[config.mk]
export PLATFORM = sky130hd
export DESIGN_NAME = mem_port_arbiter
export DESIGN_NICKNAME = d
export VERILOG_FILES = /design/src/rtl/mips_pkg.sv /design/src/rtl/mem_port_arbiter.sv
export SDC_FILE = /design/constraint.sdc
export NUM_CORES = 1
export LEC_CHECK = 0
export CAP_MARGIN = 30
export CORE_MARGIN = 8
export CORE_UTILIZATION = 42
export CTS_CLUSTER_DIAMETER = 30
export CTS_CLUSTER_SIZE = 10
export DETAILED_ROUTE_END_ITERATION = 7
export GPL_ROUTABILITY_DRIVEN = 1
export PLACE_DENSITY = 0.81
export SLEW_MARGIN = 20
export SYNTH_ARGS = -nofsm -noshare
export SYNTH_HDL_FRONTEND = slang
export SYNTH_SLANG_ARGS = --single-unit
export TNS_END_PERCENT = 50
[constraint.sdc]
create_clock -name clk -period 6.65 [get_ports clk]
set_clock_uncertainty 0.1 [all_clocks]
set_input_delay 1.33 -clock clk [delete_from_list [all_inputs] [get_ports clk]]
set_output_delay 1.33 -clock clk [all_outputs]
set_load 0.02 [all_outputs]
[src/rtl/mips_pkg.sv]
// Shared types for the unified-memory port arbiter.
// Holds the FSM state and owner encodings, plus the latency limit.
package mips_pkg;

  typedef enum logic [1:0] {
    IDLE,
    ISSUE,
    WAIT,
    DONE
  } arb_state_t;

  typedef enum logic {
    OWN_I,
    OWN_D
  } arb_owner_t;

  localparam int unsigned MEM_LATENCY_MAX = 15;
  localparam int unsigned CNT_W           = 4;

endpackage

[src/rtl/mem_port_arbiter.sv]
// Arbitrates IF and MEM accesses onto one fixed-latency memory port.
// Also generates the matching pipeline stall and flush signals.
module mem_port_arbiter
  import mips_pkg::*;
#(
  parameter int unsigned MEM_LATENCY = 2
) (
  input  logic        clk,
  input  logic        reset,
  input  logic        if_req,
  input  logic [31:0] if_addr,
  output logic [31:0] if_rdata,
  output logic        if_ready,
  input  logic        dm_req,
  input  logic        dm_we,
  input  logic [31:0] dm_addr,
  input  logic [31:0] dm_wdata,
  output logic [31:0] dm_rdata,
  output logic        dm_ready,
  output logic        mem_en,
  output logic        mem_we,
  output logic [31:0] mem_addr,
  output logic [31:0] mem_wdata,
  input  logic [31:0] mem_rdata,
  output logic        stallF,
  output logic        stallD,
  output logic        stallE,
  output logic        stallM,
  output logic        flushW
);

  localparam logic [CNT_W-1:0] LatCnt = CNT_W'(MEM_LATENCY);

  arb_state_t       state_q, state_d;
  arb_owner_t       owner_q, owner_d;
  logic [CNT_W-1:0] cnt_q, cnt_d;
  logic [31:0]      addr_q, addr_d;
  logic [31:0]      wdata_q, wdata_d;
  logic             we_q, we_d;
  logic [31:0]      if_rdata_q, if_rdata_d;
  logic [31:0]      dm_rdata_q, dm_rdata_d;
  logic             if_done_q, if_done_d;
  logic             dm_done_q, dm_done_d;

  logic dwait;
  logic want_d;
  logic want_i;
  logic capture;

  assign dwait  = dm_req & ~dm_done_q;
  assign stallE = dwait;
  assign stallM = dwait;
  assign flushW = dwait;
  assign stallF = (if_req & ~if_done_q) | dwait;
  assign stallD = stallF;

  // In DONE the owner's own request is masked so a finished access is never reissued.
  assign want_d  = dm_req & ~dm_done_q & ~((state_q == DONE) && (owner_q == OWN_D));
  assign want_i  = if_req & ~if_done_q & ~((state_q == DONE) && (owner_q == OWN_I));
  assign capture = (state_q == WAIT) && (cnt_q == 4'd1);

  assign mem_en    = (state_q == ISSUE);
  assign mem_we    = mem_en & we_q;
  assign mem_addr  = addr_q;
  assign mem_wdata = wdata_q;
  assign if_rdata  = if_rdata_q;
  assign dm_rdata  = dm_rdata_q;
  assign if_ready  = if_done_q;
  assign dm_ready  = dm_done_q;

  always_comb begin
    state_d    = state_q;
    owner_d    = owner_q;
    cnt_d      = cnt_q;
    addr_d     = addr_q;
    wdata_d    = wdata_q;
    we_d       = we_q;
    if_rdata_d = if_rdata_q;
    dm_rdata_d = dm_rdata_q;
    if_done_d  = if_done_q;
    dm_done_d  = dm_done_q;

    unique case (state_q)
      IDLE, DONE: begin
        if (want_d) begin
          owner_d = OWN_D;
          addr_d  = dm_addr;
          we_d    = dm_we;
          wdata_d = dm_wdata;
          state_d = ISSUE;
        end else if (want_i) begin
          owner_d = OWN_I;
          addr_d  = if_addr;
          we_d    = 1'b0;
          state_d = ISSUE;
        end else begin
          state_d = IDLE;
        end
      end
      ISSUE: begin
        cnt_d   = LatCnt;
        state_d = WAIT;
      end
      WAIT: begin
        cnt_d = cnt_q - 4'd1;
        if (capture) begin
          state_d = DONE;
          if (owner_q == OWN_I) begin
            if_rdata_d = mem_rdata;
          end else if (!we_q) begin
            dm_rdata_d = mem_rdata;
          end
        end
      end
      default: state_d = IDLE;
    endcase

    // Results stay visible until the stage consuming them is no longer held.
    if (!stallF) if_done_d = 1'b0;
    if (!stallM) dm_done_d = 1'b0;
    if (capture) begin
      if (owner_q == OWN_D) dm_done_d = 1'b1;
      else                  if_done_d = 1'b1;
    end
  end

  always_ff @(posedge clk or posedge reset) begin
    if (reset) begin
      state_q    <= IDLE;
      owner_q    <= OWN_I;
      cnt_q      <= '0;
      addr_q     <= '0;
      wdata_q    <= '0;
      we_q       <= 1'b0;
      if_rdata_q <= '0;
      dm_rdata_q <= '0;
      if_done_q  <= 1'b0;
      dm_done_q  <= 1'b0;
    end else begin
      state_q    <= state_d;
      owner_q    <= owner_d;
      cnt_q      <= cnt_d;
      addr_q     <= addr_d;
      wdata_q    <= wdata_d;
      we_q       <= we_d;
      if_rdata_q <= if_rdata_d;
      dm_rdata_q <= dm_rdata_d;
      if_done_q  <= if_done_d;
      dm_done_q  <= dm_done_d;
    end
  end

endmodule

* Word level (Yosys, flattened, before mapping) *
Index checks and enable logic that the tools add are counted.

cells by class
  add/subtract/negate cells = 1
  equal/unequal tests = 5
  muxes and demuxes = 16
  bitwise operators = 12
  reductions and logical operators = 11

operator list
  operator             number
  $mux 32              2
  $mux 1               11
  $pmux 4 s2           1
  $not 1->1            6
  $pmux 2 s3           1
  $and 1x1->1          5
  $eq 2x2->1 const B   2
  $eq 4x1->1 const B   1
  $reduce_and 2->1     2
  $reduce_and 4->1     1
  $reduce_bool 2->1    2
  $sub 4x1->4 const B  1
  $logic_and 1x1->1    3
  $reduce_and 3->1     1
  $eq 2x1->1 const B   1
  $logic_not 2->1      1
  $mux 2               1
  $ne 2x2->1 const B   1
  $reduce_or 2->1      1
  $or 1x1->1           1

word-level totals
  register bits = 138
  input bits = 133
  output and inout port bits = 137

* Depth between registers and ports, before layout *
Gate-level depths: netlist of the first run.

  depth after elaboration = 7
  gate-level depth with buffers = 8
  depth with buffers taken out = 5

* Worst setup path before layout of the first run *
OpenSTA, ideal clock, no wires.

  path type = input to output
  from = input dm_req
  to = output stallF
  data arrival time = 2.436 ns
  data required time = 5.220 ns
  slack = 2.784 ns
  stages = 5
  cells stage by stage = nand2b_1 -> buf_2 -> clkbuf_1 -> o21ai_0 -> buf_4

between the ends
  cells in the longest elaborated chain, start to end = 2

RTL lines
  element             RTL line                RTL
  start: declaration  mem_port_arbiter.sv:14  input logic dm_req,
  $and 1x1->1         mem_port_arbiter.sv:50  assign dwait = dm_req & ~dm_done_q;
  $or 1x1->1          mem_port_arbiter.sv:54  assign stallF = (if_req & ~if_done_q) | dwait;
  end: declaration    mem_port_arbiter.sv:25  output logic stallF,

Every way passes these cells.

* Final worst setup path of the first run *
Same ends and word-level chain as after synthesis.

==> results.yml, run 1 <==
outcome:
  outcome: "finished clean"
placed_design:
  post-dp-hpwl_um: 13700
  io_buffers: 269
  post-place-cells: 868
  gp_routability_congestion: 0.844
layout:
  diodes: 0
  syn_to_final_growth_pct: 57.6
  nFillCells: 1040
  mostFrequentLayoutCells: "clkdlybuf4s50_1, dfrtp_1, mux2_2, inv_1"
  layout.nets: 847
  fin_cells: 902
  drive_gt1_frac: 0.204
  final_common_cell: "clkdlybuf4s50_1"
timing:
  tightest_slew_ns: 0.730
  period_share: 0.664
  relSlewSlack: 0.511
  hold_viol: 0
  setup_viol: 0
  fin_tns_setup_ns: 0
  drv_slew: 0
  fmax_mhz: 226
  min_period_ns: 4.42
  rsz0062_at_grt: "no"
routing:
  wl_per_cell_um: 21.1
  vias_per_cell: 5.45
  ant_nets: 0
  drc: 0
  vias: 4917
  drt_iter0_drc: 285
  first_pass_iters: 4
  drt_wl_total_um: 19000
clock_tree:
  postCtsSetupBuffers: 0
  cts.sinks: 138
  cts.htree.levels: 4
  cts_tree: "done"
  clk_latency_ns: 0.41
  cts_buffers: 17
  clkSlewWorstSetupHoldPaths_ns: 0.06
  hold_buffers: 0
  root_buffer: "clkbuf_16"
  clk_path_buf_depth: 2
  ctsResizeCount: 0
pwr:
  p_leak_nw: 3.98
  ir_worst_vdd_uv: 275
  p_int_mw: 2.95
  power_mw: 4.71
  p_seq_frac: 0.302
  switching_share: 0.375
  clkPwrFrac: 0.218
  p_per_area_nw_per_um2: 499
  p_comb_frac: 0.480
  p_sw_mw: 1.76
setup_path:
  worstSetupPathType: "in2out"
  critical_path_required_ns: 5.22
  worst-path-max-fanout: 34
  critPathArrivalTime_ns: 2.99
  endpoint_kind: "output port"
  start_kind: "input pin"
synthesis:
  synth_cell_type_count: 38
  syn_avg_cell_area_um2: 13.1
  syn-num-nets: 595
  synth.cell_area_um2: 5990
  synth_cells: 457
  synth_seq_area_share: 0.576
  yosysWarnings: 0
  synth_seq_cells: 138
floorplanning:
  core_um2: 13900
  start_util: 0.430
  rows: 43
  ioPinCount: 270
  fp.dieH_um: 135
  fp.dieArea_um2: 18300
  die_w_um: 135
global_routing:
  grt-ovfl-total: 0
  grt_pass1_vias: 5442
  track_usage: 0.207
  grt_pass1_wl_um: 30000
  grt_start_max_net_pins: 71
  antenna_found_initial: 0
run:
  cap_violations: 0
min_path:
  hold_path.class: "reg2reg"
==> final timing paths <==
kind	startpoint	cells after the start	endpoint	slack, ns
setup / recovery	dm_req	5	stallF	2.23
setup reg to reg	state_q[0]$_DFFE_PP0P_	5	mem_addr[21]$_DFFE_PP0P_	3.60
max in group asynchronous	reset	4	mem_wdata[24]$_DFFE_PP0P_	4.01
hold / removal	mem_wdata[3]$_DFFE_PP0P_	1	mem_wdata[3]$_DFFE_PP0P_	0.39
hold reg to reg	mem_wdata[3]$_DFFE_PP0P_	1	mem_wdata[3]$_DFFE_PP0P_	0.39
min in group asynchronous	reset	2	mem_wdata[16]$_DFFE_PP0P_	1.29
==> routing by layer <==
layer,routed length (um),global-route usage,up-vias
met4,512,0.0981,0
met3,1890,0.0831,33
met1,6780,0.222,2416
met5,0,0,-
li1,-,-,2216
met2,9870,0.351,252
==> cell usage after synthesis (all sizes together) <==
| cell type | count | share of area |
|---|---|---|
| dfrtp | 138 | 0.58 |
| a31oi | 1 | 0.0010 |
| clkbuf | 25 | 0.016 |
| clkinv | 1 | 0.00063 |
| a22o | 2 | 0.0029 |
| nor4 | 32 | 0.033 |
| nand2 | 4 | 0.0025 |
| and2 | 2 | 0.0021 |
| a311oi | 32 | 0.047 |
| nand2b | 1 | 0.0010 |
| mux2 | 98 | 0.18 |
| nand3 | 2 | 0.0017 |
| a2111oi | 32 | 0.047 |
| buf | 20 | 0.021 |
| mux2i | 1 | 0.0017 |
| o32a | 1 | 0.0017 |
| nor3 | 2 | 0.0035 |
| nand4b | 1 | 0.0015 |
| inv | 39 | 0.024 |
| o21ai | 4 | 0.0033 |
| nor2 | 4 | 0.0025 |
| a21o | 1 | 0.0013 |
| nor2b | 1 | 0.0010 |
| and3 | 1 | 0.0010 |
| nand3b | 1 | 0.0019 |
| or2 | 1 | 0.0010 |
| a21boi | 1 | 0.0013 |
| nor3b | 2 | 0.0044 |
| nand4 | 1 | 0.0010 |
| ha | 5 | 0.010 |
| or3b | 1 | 0.0019 |
==> flip-flops by register name (all words and copies together) (netlist names), 2 cells and up <==
name,count
cnt_q,4
dm_rdata,32
if_rdata,32
mem_addr,32
mem_wdata,32
state_q,2
==> power groups by stage <==
stage / clock network, mW / logic, mW / registers (mW)
5_1_grt: 1.09 / 2.40 / 1.46
4_1_cts: 1.05 / 2.27 / 1.42
3_3_place_gp: 0 / 2.19 / 1.40
6_report: 1.03 / 2.26 / 1.42
2_1_floorplan: 0 / 0.847 / 1.81
3_5_place_dp: 0 / 2.26 / 1.43
==> stage by stage <==
stage	hold slack [ns]	setup WS (ns)	util	cell area, um2
4_1_cts	0.399	2.24	0.675	9410
6_report	0.389	2.23	0.678	9450
2_1_floorplan	0.420	1.52	-	5990
3_3_place_gp	0.375	2.26	0.627	8740
3_5_place_dp	0.389	2.26	0.629	8760
5_1_grt	0.412	2.15	0.678	9450
==> layout make-up <==
class	count	area [um2]	share of cell area
Tap cell	180	225	0.0238
Multi-Input combinational cell	234	2180	0.230
Timing Repair Buffer	278	2790	0.295
Inverter	40	155	0.0164
Sequential cell	138	3450	0.366
Clock inverter	14	220	0.0233
Clock buffer	18	429	0.0454
==> kinds of logic (layout without fill, tap and decap cells) <==
family / after synthesis / in the layout / synth area share
flops: 138 / 138 / 0.576
simple gates: 56 / 56 / 0.0605
compound gates: 74 / 74 / 0.105
mux: 99 / 99 / 0.186
fa+ha+maj: 5 / 5 / 0.0104
buf+inv: 85 / 350 / 0.0620
==> critical path, cell delays in order <==
cell and delay (ns):
clkdlybuf4s50_1 0.40, nand2b_1 0.10, buf_4 0.37, o21ai_0 0.19, clkdlybuf4s50_1 0.58
Note: power is estimated with default switching activity, not from simulation.
==> run 2, diff against run 1 <==
- clock period: 6.65 -> 4.4 ns (I/O delays scaled with it)
==> run 2 against run 1 <==
  * Sequential power up 51%
  * Sequential cell count unchanged
  * Hold slack better by 0.010 ns
  * Global-route usage is essentially flat
  * Final area decreased by 1.3%
  * Register-to-register slack worse by 1.8 ns
  * Critical path type unchanged
  * Largest power group unchanged
==> results.yml, run 2 (synthesis results as in run 1) <==
outcome:
  outcome: "finished clean"
placed_design:
  gp_routability_congestion: 0.810
  post-place-cells: 874
  io_buffers: 269
  post-dp-hpwl_um: 14100
setup_path:
  worstSetupPathType: "in2out"
  endpoint_kind: "output port"
  cp-endpoint: "stallF"
  rr_worst_depth: 6
  worst-path-max-fanout: 2
  critPathArrivalTime_ns: 2.39
  worstReg2RegEnd: "mem_wdata[11]$_DFFE_PP0P_"
  cp-startpoint: "if_req"
  r2r_slack_ns: 1.79
  critical_path_required_ns: 3.42
  start_kind: "input pin"
  rr_startpoint: "state_q[0]$_DFFE_PP0P_"
run:
  cap_violations: 0
floorplanning:
  start_util: 0.430
  rows: 43
  fp.dieArea_um2: 18300
  die_w_um: 135
  core_um2: 13900
  fp.dieH_um: 135
  ioPinCount: 270
pwr:
  ir_worst_vdd_uv: 466
  power_mw: 6.79
  p_per_area_nw_per_um2: 729
  p_leak_nw: 3.92
clock_tree:
  cts.htree.levels: 4
  root_buffer: "clkbuf_16"
  hold_buffers: 0
  clk_latency_ns: 0.41
  cts.sinks: 138
  cts_buffers: 17
  clk_path_buf_depth: 2
  postCtsSetupBuffers: 0
  cts_tree: "done"
  clkSlewWorstSetupHoldPaths_ns: 0.05
  ctsResizeCount: 0
timing:
  tightest_slew_ns: 0.695
  period_share: 0.766
  setup_viol: 0
  whs_ns: 0.399
  fin_tns_setup_ns: 0
  relSlewSlack: 0.536
  drv_slew: 0
  min_period_ns: 3.37
  hold_viol: 0
  fmax_mhz: 297
  rsz0062_at_grt: "no"
layout:
  fin_cells: 902
  drive_gt1_frac: 0.201
  nFillCells: 1009
  diodes: 0
  layout.nets: 851
  syn_to_final_growth_pct: 55.5
  mostFrequentLayoutCells: "clkdlybuf4s50_1, dfrtp_1, mux2_2, inv_1"
  final_common_cell: "clkdlybuf4s50_1"
global_routing:
  grt_pass1_wl_um: 29700
  grt_pass1_vias: 5363
  track_usage: 0.207
  grt-ovfl-total: 0
  antenna_found_initial: 0
  grt_start_max_net_pins: 75
routing:
  drt_wl_total_um: 19000
  drt_iter0_drc: 249
  wl_per_cell_um: 21.1
  vias_per_cell: 5.49
  ant_nets: 0
  drc: 0
  first_pass_iters: 5
  vias: 4954
min_path:
  hold_path.class: "reg2reg"
## run 2: cell count changes in the layout (fill, tap and decap cells not counted), sizes merged
cell      delta
bufinv       -5
buf          +4
clkinvlp     +3
inv          -3
clkbuf       +2
clkinv       -1
## run 2: critical path: stages
cell             delay, ns
clkdlybuf4s50_1       0.49
inv_1                 0.04
o21ai_0               0.29
clkdlybuf4s50_1       0.69
## run 2: how the worst min path moves through the flow
stage                                        start                       end  slack, ns  cells past startpoint
after floorplan                   we_q$_DFFE_PP0P_          we_q$_DFFE_PP0P_       0.42                      2
after global placement    mem_wdata[3]$_DFFE_PP0P_  mem_wdata[3]$_DFFE_PP0P_       0.37                      1
after detailed placement  mem_wdata[3]$_DFFE_PP0P_  mem_wdata[3]$_DFFE_PP0P_       0.38                      1
after CTS                 mem_wdata[3]$_DFFE_PP0P_  mem_wdata[3]$_DFFE_PP0P_       0.40                      1
after global routing      if_rdata[24]$_DFFE_PP0P_  if_rdata[24]$_DFFE_PP0P_       0.42                      1
final                     mem_wdata[3]$_DFFE_PP0P_  mem_wdata[3]$_DFFE_PP0P_       0.40                      1
## run 2: cell type report
| class | instances | area [um2] | share of cell area |
|---|---|---|---|
| Clock inverter | 8 | 51.3 | 0.00550 |
| Sequential cell | 138 | 3450 | 0.370 |
| Inverter | 40 | 154 | 0.0165 |
| Clock buffer | 20 | 457 | 0.0490 |
| Timing Repair Buffer | 282 | 2810 | 0.301 |
| Multi-Input combinational cell | 234 | 2170 | 0.233 |
| Tap cell | 180 | 225 | 0.0242 |
## run 2: stage by stage
| stage | cell area (um2) | utilization | worst slack, ns |
|---|---|---|---|
| floorplan | 6000 | - | 1.43 |
| global placement | 8800 | 0.631 | 1.07 |
| detailed placement | 8810 | 0.632 | 1.04 |
| CTS | 9320 | 0.669 | 1.04 |
| global route | 9320 | 0.669 | 0.982 |
| finish | 9320 | 0.669 | 1.03 |
## run 2: power breakdown
part           internal (mW)  switching [mW]  leakage (nW)
clock                  0.732           0.500         0.245
combinational           1.63            1.80          2.02
sequential              1.83           0.310          1.66
## run 2: metal layers
| metal | part of all wire | global-route usage | routed length, um |
|---|---|---|---|
| met5 | 0 | 0 | 0 |
| met4 | 0.038 | 0.112 | 726 |
| met3 | 0.11 | 0.0849 | 2080 |
| met2 | 0.50 | 0.342 | 9460 |
| met1 | 0.36 | 0.223 | 6750 |
==> run 3, diff against run 2 <==
- clock period: 4.4 -> 3.3 ns (I/O delays scaled with it)
==> run 3 against run 2 <==
  * Clock power up 52%
  * Die area unchanged
  * Utilization up 0.58 points
  * Hold slack worse by 0.015 ns
  * Non-clock buffer count up 1
  * Routed wire length down 1.2%
  * Final area up 0.87%
  * Via count up 0.18%
  * Combinational power up 33%
  * Critical path depth unchanged
  * Worst setup slack worse by 0.63 ns
==> results.yml, run 3 (synthesis results as in run 1) <==
outcome:
  outcome: "finished clean"
clock_tree:
  root_buffer: "clkbuf_16"
  postCtsSetupBuffers: 0
  cts_tree: "done"
  clk_path_buf_depth: 2
  clk_latency_ns: 0.40
  ctsResizeCount: 0
  cts_buffers: 17
  cts.htree.levels: 4
  hold_buffers: 0
  clkSlewWorstSetupHoldPaths_ns: 0.06
  cts.sinks: 138
global_routing:
  grt_pass1_wl_um: 29200
  grt_pass1_vias: 5430
  grt_start_max_net_pins: 70
  track_usage: 0.201
  antenna_found_initial: 0
  grt-ovfl-total: 0
run:
  cap_violations: 0
timing:
  tightest_slew_ns: 0.644
  rsz0062_at_grt: "no"
  fmax_mhz: 345
  min_period_ns: 2.90
  relSlewSlack: 0.570
  fin_tns_setup_ns: 0
  setup_viol: 0
  drv_slew: 0
  period_share: 0.878
  hold_viol: 0
setup_path:
  cp_top_family: "buffers and inverters"
  cpMostUsedCell: "clkdlybuf4s50_1"
  crit_slowest_cell: "clkdlybuf4s50_1"
  critPathArrivalTime_ns: 2.14
  worstSetupPathType: "in2out"
  slowest_delay_ns: 0.68
  rr_worst_depth: 6
  start_kind: "input pin"
  worst-path-buf-inv: 2
  endpoint_kind: "output port"
  r2r_slack_ns: 0.65
  worst-path-max-fanout: 4
  worstReg2RegEnd: "mem_wdata[18]$_DFFE_PP0P_"
  crit_chain: "clkdlybuf4s50_1 > nand2b_1 > o21ai_0 > clkdlybuf4s50_1"
  critical_path_required_ns: 2.54
  rr_startpoint: "state_q[0]$_DFFE_PP0P_"
pwr:
  p_sw_mw: 3.53
  ir_worst_vdd_uv: 639
  clkPwrFrac: 0.202
  p_seq_frac: 0.308
  p_int_mw: 5.74
  p_per_area_nw_per_um2: 986
  p_leak_nw: 3.95
  p_comb_frac: 0.490
  switching_share: 0.381
floorplanning:
  fp.dieH_um: 135
  die_w_um: 135
  rows: 43
  start_util: 0.430
  fp.dieArea_um2: 18300
  core_um2: 13900
  ioPinCount: 270
routing:
  route.met2.wl_um: 9560
  wl_per_cell_um: 20.7
  vias_per_cell: 5.48
  drc: 0
  drt_wl_total_um: 18800
  highest_layer: "met4"
  drt_iter0_drc: 261
  ant_nets: 0
  met1_length_um: 6740
  vias: 4963
  first_pass_iters: 4
  dr_wl_met3_um: 1990
layout:
  utilization: 0.675
  final_common_cell: "clkdlybuf4s50_1"
  mostFrequentLayoutCells: "clkdlybuf4s50_1, dfrtp_1, mux2_2, inv_1"
  final_area_um2: 9400
  drive_gt1_frac: 0.205
  diodes: 0
  layout.nets: 852
  syn_to_final_growth_pct: 56.9
placed_design:
  post-dp-hpwl_um: 14100
  io_buffers: 269
  gp_routability_congestion: 0.853
  placed_cell_area_um2: 8810
min_path:
  hold_path.class: "reg2reg"
  hold_depth: 1
  worstHoldStart: "mem_wdata[3]$_DFFE_PP0P_"
  hold_path_end: "mem_wdata[3]$_DFFE_PP0P_"
-- run 3: area by class of cell --
cell class	count	area [um2]
Timing Repair Buffer	283	2820
Fill cell	998	4530
Clock inverter	12	139
Tap cell	180	225
Clock buffer	19	443
Sequential cell	138	3450
Multi-Input combinational cell	234	2170
Inverter	40	154
-- run 3: worst max path at each step --
stage / from / end / slack, ns / cells after the start
finish: dm_req / stallD / 0.40 / 4
global route: dm_req / stallF / 0.33 / 4
CTS: dm_req / stallD / 0.38 / 4
detailed placement: dm_req / stallD / 0.39 / 4
global placement: dm_req / stallD / 0.38 / 4
floorplan: dm_req / stallF / 0.77 / 5
-- run 3: through the flow --
stage	hold WS, ns	power (mW)	setup WS (ns)	cells
2_1_floorplan	0.420	5.35	0.774	457
3_5_place_dp	0.378	7.43	0.394	874
3_3_place_gp	0.370	7.26	0.383	874
4_1_cts	0.392	9.34	0.385	905
6_report	0.384	9.27	0.402	906
5_1_grt	0.416	9.77	0.327	906
-- run 3: metal layers --
metal	track usage	vias up
met5	0	-
met4	0.0814	0
met3	0.0786	32
met2	0.346	266
met1	0.218	2435
li1	-	2230
-- run 3: power by group through the flow --
| stage | Combinational [mW] | Clock [mW] | Sequential (mW) |
|---|---|---|---|
| 2_1_floorplan | 1.71 | 0 | 3.64 |
| 3_3_place_gp | 4.43 | 0 | 2.82 |
| 3_5_place_dp | 4.55 | 0 | 2.88 |
| 4_1_cts | 4.56 | 1.92 | 2.86 |
| 5_1_grt | 4.85 | 1.97 | 2.95 |
| 6_report | 4.55 | 1.87 | 2.86 |
